==> config.mk <==
export PLATFORM = sky130hd
export DESIGN_NAME = auth_uart_rx
export DESIGN_NICKNAME = d
export VERILOG_FILES = /design/src/rtl/auth_uart_rx.sv
export SDC_FILE = /design/constraint.sdc
export NUM_CORES = 1
export LEC_CHECK = 0
export CAP_MARGIN = 5
export CORE_ASPECT_RATIO = 0.75
export CORE_MARGIN = 2
export CORE_UTILIZATION = 58
export DETAILED_ROUTE_END_ITERATION = 10
export GPL_ROUTABILITY_DRIVEN = 0
export GPL_TIMING_DRIVEN = 1
export PLACE_DENSITY = 0.8
export SLEW_MARGIN = 5
export SYNTH_ARGS = -nofsm -noshare
export SYNTH_HDL_FRONTEND = slang
export SYNTH_SLANG_ARGS = --single-unit
==> constraint.sdc <==
create_clock -name clk -period 2.9 [get_ports clk]
set_clock_uncertainty 0.05 [all_clocks]
set_input_delay 0.435 -clock clk [delete_from_list [all_inputs] [get_ports clk]]
set_output_delay 0.435 -clock clk [all_outputs]
set_load 0.02 [all_outputs]
==> src/rtl/auth_uart_rx.sv <==
// auth_uart_rx: 8N1 UART receiver driving the 'G'/'S' power authorization FSM.
// Define AUTH_TIMEOUT_EN to add the PWR1 link-loss timeout (TIMEOUT_CYC).
module auth_uart_rx #(
  parameter int BAUD_DIV = 5208
`ifdef AUTH_TIMEOUT_EN
  , parameter int TIMEOUT_CYC = 2**24
`endif
) (
  input  logic       clk,
  input  logic       RST_n,
  input  logic       RX,
  input  logic       rider_off,
  output logic       pwr_up,
  output logic [7:0] last_cmd,
  output logic       frame_err
);
  localparam int CW = $clog2(BAUD_DIV) + 1;
  localparam logic [1:0] IDLE = 2'd0, START = 2'd1, DATA = 2'd2, STOP = 2'd3;
  localparam logic [1:0] OFF = 2'd0, PWR1 = 2'd1, PWR2 = 2'd2;
  logic [2:0] rx_q;
  logic [1:0] rx_st, auth_st, auth_nxt;
  logic [CW-1:0] cnt;
  logic [2:0] bitn;
  logic [7:0] shift;
  logic rx_s, tick, rx_rdy, is_g, is_s, to_hit;
  // rx_q[1] is the synchronized line, rx_q[2] its previous value for edge detection
  assign rx_s   = rx_q[1];
  assign tick   = cnt == '0;
  assign rx_rdy = rx_st == STOP && tick && rx_s;
  assign is_g   = rx_rdy && shift == 8'h47;
  assign is_s   = rx_rdy && shift == 8'h53;
  always_ff @(posedge clk or negedge RST_n) begin
    if (!RST_n) begin
      rx_q      <= 3'b111;
      rx_st     <= IDLE;
      cnt       <= '0;
      bitn      <= '0;
      shift     <= '0;
      frame_err <= 1'b0;
      last_cmd  <= 8'h00;
    end else begin
      rx_q      <= {rx_q[1:0], RX};
      frame_err <= rx_st == STOP && tick && !rx_s;
      if (rx_rdy) last_cmd <= shift;
      case (rx_st)
        IDLE: if (rx_q[2] && !rx_s) begin
          rx_st <= START;
          cnt   <= CW'(BAUD_DIV / 2 - 1);
        end
        START: if (!tick) cnt <= cnt - 1'b1;
          else if (rx_s) rx_st <= IDLE;
          else begin
            rx_st <= DATA;
            cnt   <= CW'(BAUD_DIV - 1);
            bitn  <= '0;
          end
        DATA: if (!tick) cnt <= cnt - 1'b1;
          else begin
            shift <= {rx_s, shift[7:1]};
            cnt   <= CW'(BAUD_DIV - 1);
            bitn  <= bitn + 1'b1;
            if (bitn == 3'd7) rx_st <= STOP;
          end
        default: if (!tick) cnt <= cnt - 1'b1;
          else rx_st <= IDLE;
      endcase
    end
  end
`ifdef AUTH_TIMEOUT_EN
  localparam int TW = $clog2(TIMEOUT_CYC) + 1;
  logic [TW-1:0] tcnt;
  assign to_hit = auth_st == PWR1 && tcnt == TW'(TIMEOUT_CYC - 1);
  always_ff @(posedge clk or negedge RST_n) begin
    if (!RST_n) tcnt <= '0;
    else tcnt <= (auth_st != PWR1 || rx_rdy || to_hit) ? '0 : tcnt + 1'b1;
  end
`else
  assign to_hit = 1'b0;
`endif
  // a 'G' in PWR2 outranks a simultaneous rider_off
  always_comb
    auth_nxt = auth_st == OFF  ? (is_g ? PWR1 : OFF) :
               auth_st == PWR1 ? (is_s ? (rider_off ? OFF : PWR2) : to_hit ? PWR2 : PWR1) :
                                 (is_g ? PWR1 : rider_off ? OFF : PWR2);
  always_ff @(posedge clk or negedge RST_n) begin
    if (!RST_n) begin
      auth_st <= OFF;
      pwr_up  <= 1'b0;
    end else begin
      auth_st <= auth_nxt;
      pwr_up  <= auth_nxt != OFF;
    end
  end
endmodule

Word-level counts from Yosys, hierarchy flattened. Index checks and enable logic that the tools add are counted.

Register bits after elaboration: 42. Input port bits: 4. Output and inout port bits: 10. Word-level logic and storage cells: 65.

$add $sub $neg: 2. Eq/ne operators: 14. Muxes and demuxes: 23. Reductions and logical operators: 17.

Operators by type and width (number): $mux 14 (5); $pmux 14 s3 (1); $mux 2 (11); $eq 8x7->1 const B (2); $logic_not 14->1 (1); $sub 14x1->14 const B (1); $ne 2x2->1 const B (5); $mux 3 (3); $logic_and 1x1->1 (6); $pmux 2 s3 (1); $pmux 3 s2 (1); $reduce_bool 2->1 (3); $reduce_and 5->1 (1); $eq 2x1->1 const B (2); $eq 2x2->1 const B (2); $logic_not 2->1 (2); $ne 4x1->1 const B (1); $reduce_and 4->1 (1); $add 3x1->3 const B (1); $eq 3x3->1 const B (1); $ne 3x3->1 const B (1); $reduce_and 3->1 (1); $reduce_and 2->1 (1); $logic_not 1->1 (1); $mux 1 (1).

Depth between registers and ports, before layout.
Word-level depth: 8. Depth in mapped cells: 9. Gate-level depth less buffers: 7.

Least setup slack after synthesis. OpenSTA, ideal clock, no wires.

Kind: register -> register. Start: register cnt[0]. End: register last_cmd[0]. Library setup time: 0.125 ns. Data arrival time: 1.841 ns. Setup slack: 0.884 ns. Stages on the path, launching flop included: 7. Path buffers: 0. Path through: dfrtp_1 > inv_1 > ha_1 > nor3b_1 > nand4_4 > nor2_2 > mux2_2.

Longest elaborated chain between the ends: 3.

RTL lines: start: declaration (line 22) `logic [CW-1:0] cnt;`; start signal: assignment (line 48) `cnt <= CW'(BAUD_DIV / 2 - 1);`; start signal: assignment (line 50) `START: if (!tick) cnt <= cnt - 1'b1;`; start signal: assignment (line 54) `cnt <= CW'(BAUD_DIV - 1);`; $logic_not 14->1 (line 28) `assign tick = cnt == '0;`; $logic_and 1x1->1 (2 in a row) (line 29) `assign rx_rdy = rx_st == STOP && tick && rx_s;`; end signal: assignment (line 44) `if (rx_rdy) last_cmd <= shift;`; end: declaration (line 14) `output logic [7:0] last_cmd,`.

Every way passes these cells. A chain may end at the register's enable or synchronous reset.

Worst setup path after layout.
Start: register cnt[0]. End: register cnt[7].

Longest elaborated chain between the ends: 3. Elaborated cells on any way between the ends: 9. Classes of those cells: add/sub: 1; eq/ne: 2; mux: 4; reduce/logical: 2.

RTL lines: $sub 14x1->14 or $logic_not 14->1 (tied branches); $mux 14 (tied with other cells) (line 64) `default: if (!tick) cnt <= cnt - 1'b1;`; $pmux 14 s3 or $reduce_and 3->1 (tied branches).

Parallel ways exist; a longest one is shown, timed or not. The select of a mux whose other input is x is not followed.

==> run metrics <==
status=complete, no violations; Slew HR=40.2%; CTS tree=yes; Worst IR Drop VDD=732 uV; sequential share of the synthesized area=47.8%; CP Class=reg -> reg; Placement Setup Slack=0.614 ns; number of synthesis warnings=0; I/O pins=14; IO buf count=13; setup TNS=0 ns; # H-tree levels=2; Max Clk Rate=0.431 GHz; Synth Area per Inst=10.5 um2; syn nets=224; Post-CTS Hold Buffers=0; Synth Flop Type=dfrtp_1; Num Clock Sinks=42; area grow syn2layout=13.0%; CP Capture Type=flip-flop; worst r2r src=cnt[0]; largest net degree at the start of global routing=43; fin crit period=2.32 ns; routed wl met3=203 um; unrepaired setup endpoints after global routing=no; CTS clock-pin slew for the worst setup and hold paths=0.08 ns; Pleak=1.13 nW; post-cts resize count=0; Die X=75.2 um; Min-Delay Path Class=in -> async; DIE AREA=0.00432 mm2; initial core utilization=60.3%; vias per cell=5.98; Tcrit/Tclk final=80.1%; post-route ant nets=0; DP Wirelength=2870 um; Max stage delay cell, worst path=o21ai_4; later-pin clock latency in the skew report=0.29 ns; CP Launch Type=flip-flop; clk root buf=clkbuf_8; Met2 Routed Length=1790 um; first-pass GRT wire length=7420 um; asr flop ratio synth=100%; crit path from=cnt[0]; Routed met1 length=2240 um; Final Hold Viols=0; #FFs+latches synth=42; Critical Path RT=3.02 ns; most common cell after layout, fill and taps aside=dfrtp_1; critical-path cell list=inv_1 > ha_1 > nor3b_1 > nand4_4 > o21ai_4 > nand2b_1 > o21ai_0; clk buf depth=2; worst-path fanout max=27; initial antenna violation count=0; CP peak stage delay=0.55 ns; final worst slack=0.578 ns; nets=241; worst slew pin tran=0.896 ns; post-synth cell types=47; DR WL/cell=15.2 um; vias in the first global route=1548; Rows=19; Setup Viol. Count Final=0; die height=57.4 um; antenna cells=0; total CTS buffers=5; total global routing track utilization=22.6%; share of layout cells above drive strength 1=16.2%; Cells after Synth=211; initial DRC count=136; WP data arrival=2.44 ns; Core Region=0.00366 mm2; number of enable flip-flop cells after synthesis=0; Synth Cell Area=0.00221 mm2; final-report max-slew violation count=0; vias=1679; most frequent cells in the layout=dfrtp_1, o21ai_0, nor2_1, a21oi_1, mux2_2; gr ovfl total=0; highest metal used=met4; PD cells=953 mW/mm2; Post-CTS Setup Inserts=0; TritonRoute pass-1 iters=4; Pwr Total=2.37 mW; Max-Cap Viols=0; Total Wirelength=4280 um; DRC violations left=0
synth_stat cells (2+ instances only):
master	n	area [um2]
nor2_1	16	60.1
dfstp_2	3	78.8
nor3_1	3	15.0
dfrtp_1	39	976
a21o_1	2	15.0
o31ai_1	2	15.0
or4_1	3	22.5
ha_1	9	113
o21ai_0	22	110
nor3b_1	3	22.5
mux2_2	15	169
nor4_2	2	25.0
buf_4	2	15.0
nand2b_1	4	25.0
nor4b_1	2	17.5
nand3_1	8	40.0
a22o_1	2	17.5
nand2_1	13	48.8
a31oi_1	3	18.8
a21oi_1	15	75.1
nor2b_1	2	12.5
inv_1	12	45.0
o22a_1	5	43.8
layout make-up:
cell class	count	area, um2
sequential	42	1050
inverter	12	45.0
fill	301	1170
multi-input combinational	152	1070
clock buffer	7	86.3
clock inverter	1	30.0
timing repair buffer	15	140
tap	52	65.1
per-layer routing:
metal  up-vias  global-route usage, %
met5         -                      0
met4         0                   6.52
met3         7                   5.12
met2        33                   31.3
met1       833                   35.4
li1        806                      -
sequential cells by signal (all words and copies together) (netlist names):
register / cells
cnt: 14
frame_err: 1
rx_q: 3
auth_st: 2
shift: 8
bitn: 3
last_cmd: 8
pwr_up: 1
rx_st: 2
report_power, final:
group          leakage, nW  switching, mW  internal [mW]
combinational        0.514          0.633          0.411
clock               0.0585          0.195          0.281
sequential           0.556          0.150          0.704
total                 1.13          0.978           1.40
critical path: cells and delay by family, from the launching register on:
kind | cells | cell delay, ns
AOI/OAI and AO/OA | 2 | 0.64
and+or+nand+nor | 3 | 0.83
DFF | 1 | 0.42
buffers and inverters | 1 | 0.09
adders and majority gates | 1 | 0.17
worst paths after layout:
check / to / slack, ns / depth (start not counted)
max: cnt[7] / 0.58 / 7
min: last_cmd[5] / 0.21 / 1
max reg2reg: cnt[7] / 0.58 / 7
min reg2reg: rx_q[1] / 0.31 / 0
max in group asynchronous: cnt[13] / 2.03 / 1
min in group clk: rx_q[1] / 0.31 / 0
cells by family after synthesis:
family                   share of synthesized area (%)
AO/OA/AOI/OAI                                     17.5
buffers and inverters                             3.63
flip-flops                                        47.8
multiplexers                                      8.11
adder cells (fa/ha/maj)                           5.11
AND/OR/NAND/NOR                                   17.8
per-stage QoR:
| step | utilization, % | hold slack, ns | std cells | area [um2] |
|---|---|---|---|---|
| after CTS | 68.1 | 0.253 | 281 | 2490 |
| after floorplan | - | 0.0894 | 211 | 2210 |
| after global placement | 64.9 | 0.295 | 273 | 2380 |
| final | 68.1 | 0.213 | 281 | 2490 |
| after global routing | 68.1 | 0.296 | 281 | 2490 |
| after detailed placement | 64.9 | 0.301 | 273 | 2380 |
Power figures use the tool's default switching activity.
